## src/rtl/ntt_ctrl.sv

```systemverilog
// ntt_ctrl: sequences one butterfly per cycle through an in-place forward/inverse NTT.
// Define NTT_CTRL_PERF_CNT_EN to enable the saturating busy-cycle counter on cycles_o.
module ntt_ctrl #(
  parameter int unsigned N    = 256,
  parameter int unsigned LOGN = 8
) (
  input  logic            clk_i,
  input  logic            rst_ni,
  input  logic            start_i,
  input  logic            mode_i,
  input  logic            sel_red_i,
  output logic            busy_o,
  output logic            done_o,
  output logic            rd_en_o,
  output logic [LOGN-1:0] rd_addr_a_o,
  output logic [LOGN-1:0] rd_addr_b_o,
  output logic [LOGN-1:0] tw_addr_o,
  output logic            wr_en_o,
  output logic [LOGN-1:0] wr_addr_a_o,
  output logic [LOGN-1:0] wr_addr_b_o,
  output logic            sel_butterfly_o,
  output logic            sel_red_o,
  output logic [15:0]     cycles_o
);

  localparam int unsigned    LW   = (LOGN > 1) ? $clog2(LOGN) : 1;
  localparam logic [LOGN-1:0] HALF = LOGN'(N / 2);
  localparam logic [LW-1:0]   LTOP = LW'(LOGN - 1);
  localparam logic [LOGN:0]   KTOP = {1'b1, {LOGN{1'b0}}};

  typedef enum logic [1:0] {IDLE, RUN, DRAIN, DONE} state_e;

  state_e          state_q, state_d;
  logic [LW-1:0]   l_q, l_d;
  logic [LOGN-1:0] i_q, i_d;
  logic [LOGN:0]   k_q, k_d;
  logic            mode_q, mode_d, red_q, red_d;
  logic            busy_q, busy_d, done_q, done_d;
  logic            rd_en_q, rd_en_d;
  logic [LOGN-1:0] rd_a_q, rd_a_d, rd_b_q, rd_b_d, tw_q, tw_d;
  logic            wr_en_q, wr_en_d;
  logic [LOGN-1:0] wr_a_q, wr_a_d, wr_b_q, wr_b_d;
  logic            sel_bf_q, sel_bf_d, sel_red_q, sel_red_d;

  logic            issue, iss_mode, last_layer;
  logic [LW-1:0]   iss_l;
  logic [LOGN-1:0] iss_i, len, off;
  logic [LOGN:0]   kbase;

`ifdef NTT_CTRL_PERF_CNT_EN
  logic [15:0] cyc_q, cyc_d;
`endif

  always_comb begin
    state_d  = state_q;
    l_d      = l_q;
    i_d      = i_q;
    k_d      = k_q;
    mode_d   = mode_q;
    red_d    = red_q;
    busy_d   = busy_q;
    done_d   = 1'b0;
    rd_en_d  = 1'b0;
    rd_a_d   = rd_a_q;
    rd_b_d   = rd_b_q;
    tw_d     = tw_q;
    issue    = 1'b0;
    iss_l    = l_q;
    iss_i    = i_q;
    iss_mode = mode_q;
    kbase    = k_q;
    len      = '0;
    off      = '0;
    last_layer = mode_q ? (l_q == LTOP) : (l_q == LW'(red_q));

    unique case (state_q)
      IDLE: begin
        if (start_i) begin
          state_d  = RUN;
          mode_d   = mode_i;
          red_d    = sel_red_i;
          busy_d   = 1'b1;
          iss_mode = mode_i;
          iss_l    = mode_i ? LW'(sel_red_i) : LTOP;
          iss_i    = '0;
          kbase    = mode_i ? (KTOP >> sel_red_i) : '0;
          issue    = 1'b1;
        end
      end
      RUN: begin
        if (i_q == HALF) state_d = DRAIN;
        else             issue   = 1'b1;
      end
      DRAIN: begin
        if (last_layer) begin
          state_d = DONE;
          busy_d  = 1'b0;
          done_d  = 1'b1;
        end else begin
          state_d = RUN;
          iss_l   = mode_q ? l_q + 1'b1 : l_q - 1'b1;
          iss_i   = '0;
          issue   = 1'b1;
        end
      end
      DONE:    state_d = IDLE;
      default: state_d = IDLE;
    endcase

    // Twiddle index steps at the first butterfly of every group (off == 0).
    if (issue) begin
      len     = LOGN'(1) << iss_l;
      off     = iss_i & (len - LOGN'(1));
      rd_a_d  = (((iss_i >> iss_l) << iss_l) << 1) | off;
      rd_b_d  = rd_a_d + len;
      k_d     = (off == '0) ? (iss_mode ? kbase - 1'b1 : kbase + 1'b1) : kbase;
      tw_d    = k_d[LOGN-1:0];
      rd_en_d = 1'b1;
      l_d     = iss_l;
      i_d     = iss_i + 1'b1;
    end

    wr_en_d   = rd_en_q;
    wr_a_d    = rd_a_q;
    wr_b_d    = rd_b_q;
    sel_bf_d  = mode_q;
    sel_red_d = red_q;

`ifdef NTT_CTRL_PERF_CNT_EN
    cyc_d = cyc_q;
    if (state_q == IDLE && start_i) cyc_d = '0;
    else if (busy_q && cyc_q != '1) cyc_d = cyc_q + 1'b1;
`endif
  end

  always_ff @(posedge clk_i or negedge rst_ni) begin
    if (!rst_ni) begin
      state_q   <= IDLE;
      l_q       <= '0;
      i_q       <= '0;
      k_q       <= '0;
      mode_q    <= 1'b0;
      red_q     <= 1'b0;
      busy_q    <= 1'b0;
      done_q    <= 1'b0;
      rd_en_q   <= 1'b0;
      rd_a_q    <= '0;
      rd_b_q    <= '0;
      tw_q      <= '0;
      wr_en_q   <= 1'b0;
      wr_a_q    <= '0;
      wr_b_q    <= '0;
      sel_bf_q  <= 1'b0;
      sel_red_q <= 1'b0;
`ifdef NTT_CTRL_PERF_CNT_EN
      cyc_q     <= '0;
`endif
    end else begin
      state_q   <= state_d;
      l_q       <= l_d;
      i_q       <= i_d;
      k_q       <= k_d;
      mode_q    <= mode_d;
      red_q     <= red_d;
      busy_q    <= busy_d;
      done_q    <= done_d;
      rd_en_q   <= rd_en_d;
      rd_a_q    <= rd_a_d;
      rd_b_q    <= rd_b_d;
      tw_q      <= tw_d;
      wr_en_q   <= wr_en_d;
      wr_a_q    <= wr_a_d;
      wr_b_q    <= wr_b_d;
      sel_bf_q  <= sel_bf_d;
      sel_red_q <= sel_red_d;
`ifdef NTT_CTRL_PERF_CNT_EN
      cyc_q     <= cyc_d;
`endif
    end
  end

  assign busy_o          = busy_q;
  assign done_o          = done_q;
  assign rd_en_o         = rd_en_q;
  assign rd_addr_a_o     = rd_a_q;
  assign rd_addr_b_o     = rd_b_q;
  assign tw_addr_o       = tw_q;
  assign wr_en_o         = wr_en_q;
  assign wr_addr_a_o     = wr_a_q;
  assign wr_addr_b_o     = wr_b_q;
  assign sel_butterfly_o = sel_bf_q;
  assign sel_red_o       = sel_red_q;
`ifdef NTT_CTRL_PERF_CNT_EN
  assign cycles_o        = cyc_q;
`else
  assign cycles_o        = '0;
`endif

endmodule

```

## config.mk

```make
export PLATFORM = sky130hd
export DESIGN_NAME = ntt_ctrl
export DESIGN_NICKNAME = d
export VERILOG_FILES = /design/src/rtl/ntt_ctrl.sv
export SDC_FILE = /design/constraint.sdc
export NUM_CORES = 1
export LEC_CHECK = 0
export ABC_AREA = 1
export CAP_MARGIN = 5
export CELL_PAD_IN_SITES_DETAIL_PLACEMENT = 1
export CELL_PAD_IN_SITES_GLOBAL_PLACEMENT = 1
export CORE_MARGIN = 5
export CORE_UTILIZATION = 35
export CTS_CLUSTER_DIAMETER = 200
export DETAILED_ROUTE_END_ITERATION = 10
export GPL_TIMING_DRIVEN = 0
export PLACE_DENSITY = 0.88
export SLEW_MARGIN = 20
export SYNTH_ARGS = -nofsm -noshare
export SYNTH_HDL_FRONTEND = slang
export SYNTH_SLANG_ARGS = --single-unit
```

## constraint.sdc

```tcl
create_clock -name clk_i -period 3.6 [get_ports clk_i]
set_input_delay 0.72 -clock clk_i [delete_from_list [all_inputs] [get_ports clk_i]]
set_output_delay 0.72 -clock clk_i [all_outputs]
set_load 0.01 [all_outputs]
```

After elaboration in Yosys (flattened, before gate mapping)

Cells that the tools add are included.

Register bits after elaboration: 70

Equal/unequal tests: 9
Reductions and logical operators: 6
Mux-type cells: 30
Add/sub/neg operators: 7
Shifts and indexed selects: 4
Bitwise operators: 2

Operators by type and width:

| operator            | number |
|---|---|
| $mux 9              | 5 |
| $mux 8              | 2 |
| $pmux 8 s2          | 1 |
| $mux 3              | 4 |
| $mux 1              | 11 |
| $add 9x1->9 const B | 1 |
| $shr 9x1->9 const A | 1 |
| $sub 9x1->9 const B | 1 |
| $add 8x1->8 const B | 1 |
| $add 8x8->8         | 1 |
| $and 8x8->8         | 1 |
| $eq 8x8->1 const B  | 1 |
| $logic_not 8->1     | 1 |
| $or 8x8->8          | 1 |
| $pmux 2 s4          | 1 |
| $shl 1x3->8 const A | 1 |
| $shl 8x3->7         | 1 |
| $shr 8x3->8         | 1 |
| $sub 8x1->8 const B | 1 |
| $mux 2              | 3 |
| $ne 2x2->1 const B  | 3 |
| $pmux 3 s2          | 1 |
| $eq 2x2->1 const B  | 2 |
| $reduce_and 2->1    | 2 |
| other kinds (10)    | 10 |

Logic depth before layout (Yosys ltp)

Depth in word-level cells: 9
Gate-level depth with buffers: 27
Mapped depth without buffers: 27

Worst setup path after synthesis

No wires, ideal clock.

Path kind: register to register
Start point: register mode_q
End point: register rd_b_q[7] (netlist: rd_addr_b_o[7])
Library setup time: 0.117 ns
Cell stages (with the launch flop): 28
Data required time: 3.483 ns
Arrival: 3.580 ns
Path buffers: 1
Slack: -0.097 ns
Path through: dfrtp_1 > inv_2 > ha_1 > inv_1 > nor2_4 > nand2_2 > nand2_4 > o21ai_4 > inv_2 > nand2_4 > buf_2 > nor2_1 > inv_1 > nor2_1 > inv_1 > ha_1 > nand2_1 > nor3_1 > o21ai_1 > nand3_1 > ha_1 > inv_1 > nor4_1 > nand2_1 > nand2_1 > o21ai_1 > nand3_1 > nand2_1

Word-level cells in the longest chain between the ends: 8

Ends and longest elaborated chain:

| what                                    | line    | RTL |
|---|---|---|
| start, declared                         | 37      | `logic mode_q, mode_d, red_q, red_d;` |
| start signal, assigned                  | 163     | `mode_q <= mode_d;` |
| $mux 3 / $mux 1 (equally long branches) | 101, 74 |  |
| $mux 3                                  | 95      | `if (last_layer) begin` |
| $pmux 3 s2                              | 76      | `unique case (state_q)` |
| $shl 1x3->8                             | 112     | `len = LOGN'(1) << iss_l;` |
| $sub 8x1->8                             | 113     | `off = iss_i & (len - LOGN'(1));` |
| $and 8x8->8                             | 113     |  |
| $or 8x8->8                              | 114     | `rd_a_d = (((iss_i >> iss_l) << iss_l) << 1) \| off;` |
| $add 8x8->8                             | 115     | `rd_b_d = rd_a_d + len;` |
| end signal, assigned                    | 169     | `rd_b_q <= rd_b_d;` |
| end, declared                           | 40      | `logic [LOGN-1:0] rd_a_q, rd_a_d, rd_b_q, rd_b_d, tw_q, tw_d;` |

Several ways; a longest one is shown, not always the timed one.
A chain may end at the register's enable or synchronous reset.

Worst setup path in the final report

Same ends and word-level chain as after synthesis.

==> flow_summary_export.csv <==
group,metric,value,unit
worst_setup_path,reg2reg_slack,-160,ps
drt,avgRoutedWirePerCell,21.4,um
worst_setup_path,cpPeakStageDelay,420,ps
drt,drt.antenna.violating_nets,0,
worst_setup_path,crit_path_end_kind,"register",
yosys,synth_commonest_cells,"114 x nand2_1, 61 x dfrtp_1, 47 x nand3_1",
placement,dp_slack,-1200,ps
sta,worstMarginPinSlew,658,ps
floorplan,placementRows,38,
cts,clk_pin_slew_worst_paths,80,ps
sta,fmax,0.266,GHz
worst_setup_path,cp_common_cell,"nand2_1",
sta,rsz0062_at_grt,"true",
floorplan,ios,67,
cts,clock-sinks,61,
sta,relSlewSlack,55.6,%
hold_path,hp-class,"primary input to asynchronous set/reset pin",
sta,skew,12.7,ps
sta,min_period_over_period,104,%
drt,avgViaCountPerCell,5.61,
pwr,combPwrFrac,3.7,%
sta,finalHoldViolations,0,
floorplan,die_h,114,um
cells_and_area,layout-drive-gt1-share,32.7,%
run_status,violations,"negative setup slack",
drt,dr.pass1.iters,6,
sta,finalCriticalPeriod,3760,ps
yosys,synth_top_area_share,40.4,%
yosys,synthCells,473,
cts,cts_buffers,9,
yosys,synth.most_common_cell,"nand2_1",
yosys,avgSynthCellArea,7.98,um2
sta,finalMaxSlewViolations,0,
floorplan,start_util,35.3,%
cts,postCtsHoldBufs,0,
grt,antenna_found_initial,0,
cts,cts_max_path_buffers,2,
yosys,syn-cell-area,0.00378,mm2
pwr,switching_share,24.9,%
placement,io_buffers,50,
cells_and_area,fillers,1271,
placement,gp_congestion,0.888,
yosys,synthArstFlopShare,100,%
yosys,ys_seq_area_share,40.4,%
worst_setup_path,path_buf_inv,5,
sta,fin_ws,-159,ps
pwr,switching_power,0.352,mW
pwr,p_per_area,256,mW/mm2
flow_run,cap_violations,0,
placement,post-dp-hpwl,8930,um
cts,clockRootBuffer,"clkbuf_8",
worst_setup_path,critPathTopFamily,"simple AND/OR/NAND/NOR gates",
yosys,synth_edf_count,0,
placement,placed_cells,680,
cells_and_area,fin_cells,740,
cts,clk_latency,370,ps
worst_setup_path,slowest_stage,"dfrtp_2",
worst_setup_path,criticalPathCategory,"register to register",
cells_and_area,finalNetCount,617,
grt,grt_max_degree,55,
sta,setup_viol,10,
run_status,status,"complete, but fails checks",
worst_setup_path,crit_required,3850,ps
cells_and_area,antenna_cells,0,
pwr,p_seq_share,48.5,%
drt,drt-initial-drc-count,387,
yosys,ys_seq_elements,61,
cells_and_area,syn2layout_area_growth,46.6,%
pwr,clock_power_share,47.8,%
yosys,ys.flop_type,"dfrtp_1",
floorplan,die_w,114,um
grt,grt_pass1_vias,4387,
pwr,p_leak,2.63,nW
drt,drc,0,
cts,cts_tree,"built",
worst_setup_path,cp.arrival,4010,ps
pwr,internal-power,1.06,mW
yosys,yosysTopAreaCell,"dfrtp_1",
yosys,synth_area_leaders,"dfrtp_1 40%, nand2_1 11%, nand3_1 6.2%, ha_1 4.6%, inv_1 4.2%",
grt,grt_overflow_total,0,
worst_setup_path,cp-start-kind,"register",
worst_setup_path,worst-path-max-fanout,6,
cts,cts_max_level,3,
grt,grt_pass1_wl,21800,um
floorplan,core_area,0.0107,mm2
drt,totalWireLength,15900,um
floorplan,die_area,0.0130,mm2
yosys,synth_cell_types,43,
yosys,yosysWarnings,0,
grt,grtUsageTotal,21.3,%
pwr,vdd_drop_max,0.158,mV
drt,vias,4151,
metrics by stage:
step	hold slack, ps	power [mW]	TNS (ps)	cell area, um2	utilization, %
global placement	370	0.747	-13380	4520	42.2
detailed placement	373	0.752	-10160	4540	42.5
finish	176	1.42	-499	5540	51.7
floorplan	390	0.724	0	3840	-
CTS	166	1.40	-6.88	5190	48.6
global route	175	1.46	-1830	5540	51.7
per-layer routing:
layer	share of wire, %	GRT usage [%]	routed length [um]	vias up
li1	-	-	-	1769
met4	5.2	12.4	833	0
met3	5.1	4.62	809	75
met1	37	23.3	5900	2088
met5	0	0	0	-
met2	52	37.7	8320	219
power by group through the flow:
stage	Sequential, mW	Combinational, mW	Clock (mW)
2_1_floorplan	0.701	0.0236	0
3_3_place_gp	0.700	0.0465	0
3_5_place_dp	0.700	0.0516	0
4_1_cts	0.687	0.0514	0.665
5_1_grt	0.686	0.0590	0.711
6_report	0.687	0.0525	0.677
worst paths after layout:
path	cells past startpoint	end	startpoint
max reg2reg	27	rd_addr_b_o[7]	mode_q
min reg2reg	0	wr_en_o	rd_en_o
max in group asynchronous	2	rd_addr_b_o[7]	rst_ni
min	1	sel_butterfly_o	rst_ni
max	27	rd_addr_b_o[7]	mode_q
min in group clk_i	0	wr_en_o	rd_en_o
repair_timing:
action	4_1_cts	5_1_grt
pin swaps	24	38
endpoints found under the setup margin	14	13
setup buffers	34	10
resized for setup	48	74
gates cloned	0	0
kinds of logic (layout without fill, tap and decap cells):
kind of cell	Yosys count	in the layout	share of synthesized area, %
other	1	17	0.0993
and+or+nand+nor	225	225	27.4
buffers and inverters	78	189	10.0
adders and majority gates	17	17	6.23
AOI/OAI and AO/OA	75	75	12.1
DFF	61	61	40.4
xor gates and xnor gates	16	16	3.71
area by class of cell:
cell class                 instances  area [um2]  area share [%]
multi-input combinational        350        2340            42.2
sequential                        61        1530            27.6
timing repair buffer              95         870            15.7
inverter                          51         206            3.73
buffer                            27         205            3.71
tap                              140         175            3.16
clock buffer                      11         151            2.74
clock inverter                     5        58.8            1.06
layout by cell type, fill, tap and decap left out, types with 6 or more instances in the layout:
cell / synthesis / routed
dfrtp_1: 61 / 58
clkdlybuf4s50_1: 0 / 47
buf_6: 2 / 6
inv_1: 42 / 34
nand3_2: 3 / 17
inv_4: 0 / 6
buf_4: 18 / 58
nor3_1: 6 / 6
nor2_4: 5 / 10
ha_1: 14 / 8
clkbuf_8: 0 / 11
a21oi_1: 17 / 13
xor2_1: 12 / 11
conb_1: 1 / 17
nand2_1: 114 / 95
nor2_2: 2 / 7
nor2_1: 30 / 20
ha_4: 0 / 6
nand3_1: 47 / 29
o21ai_0: 30 / 21
o21ai_1: 6 / 10
inv_2: 8 / 11
nand2_2: 7 / 25
flip-flops by register name (all words and copies together), names as in the netlist, 2 cells and up:
signal	flops
l_q	3
wr_addr_b_o	8
rd_addr_b_o	8
k_q	8
wr_addr_a_o	8
state_q	2
i_q	8
rd_addr_a_o	8
(Power assumes the default switching activity.)
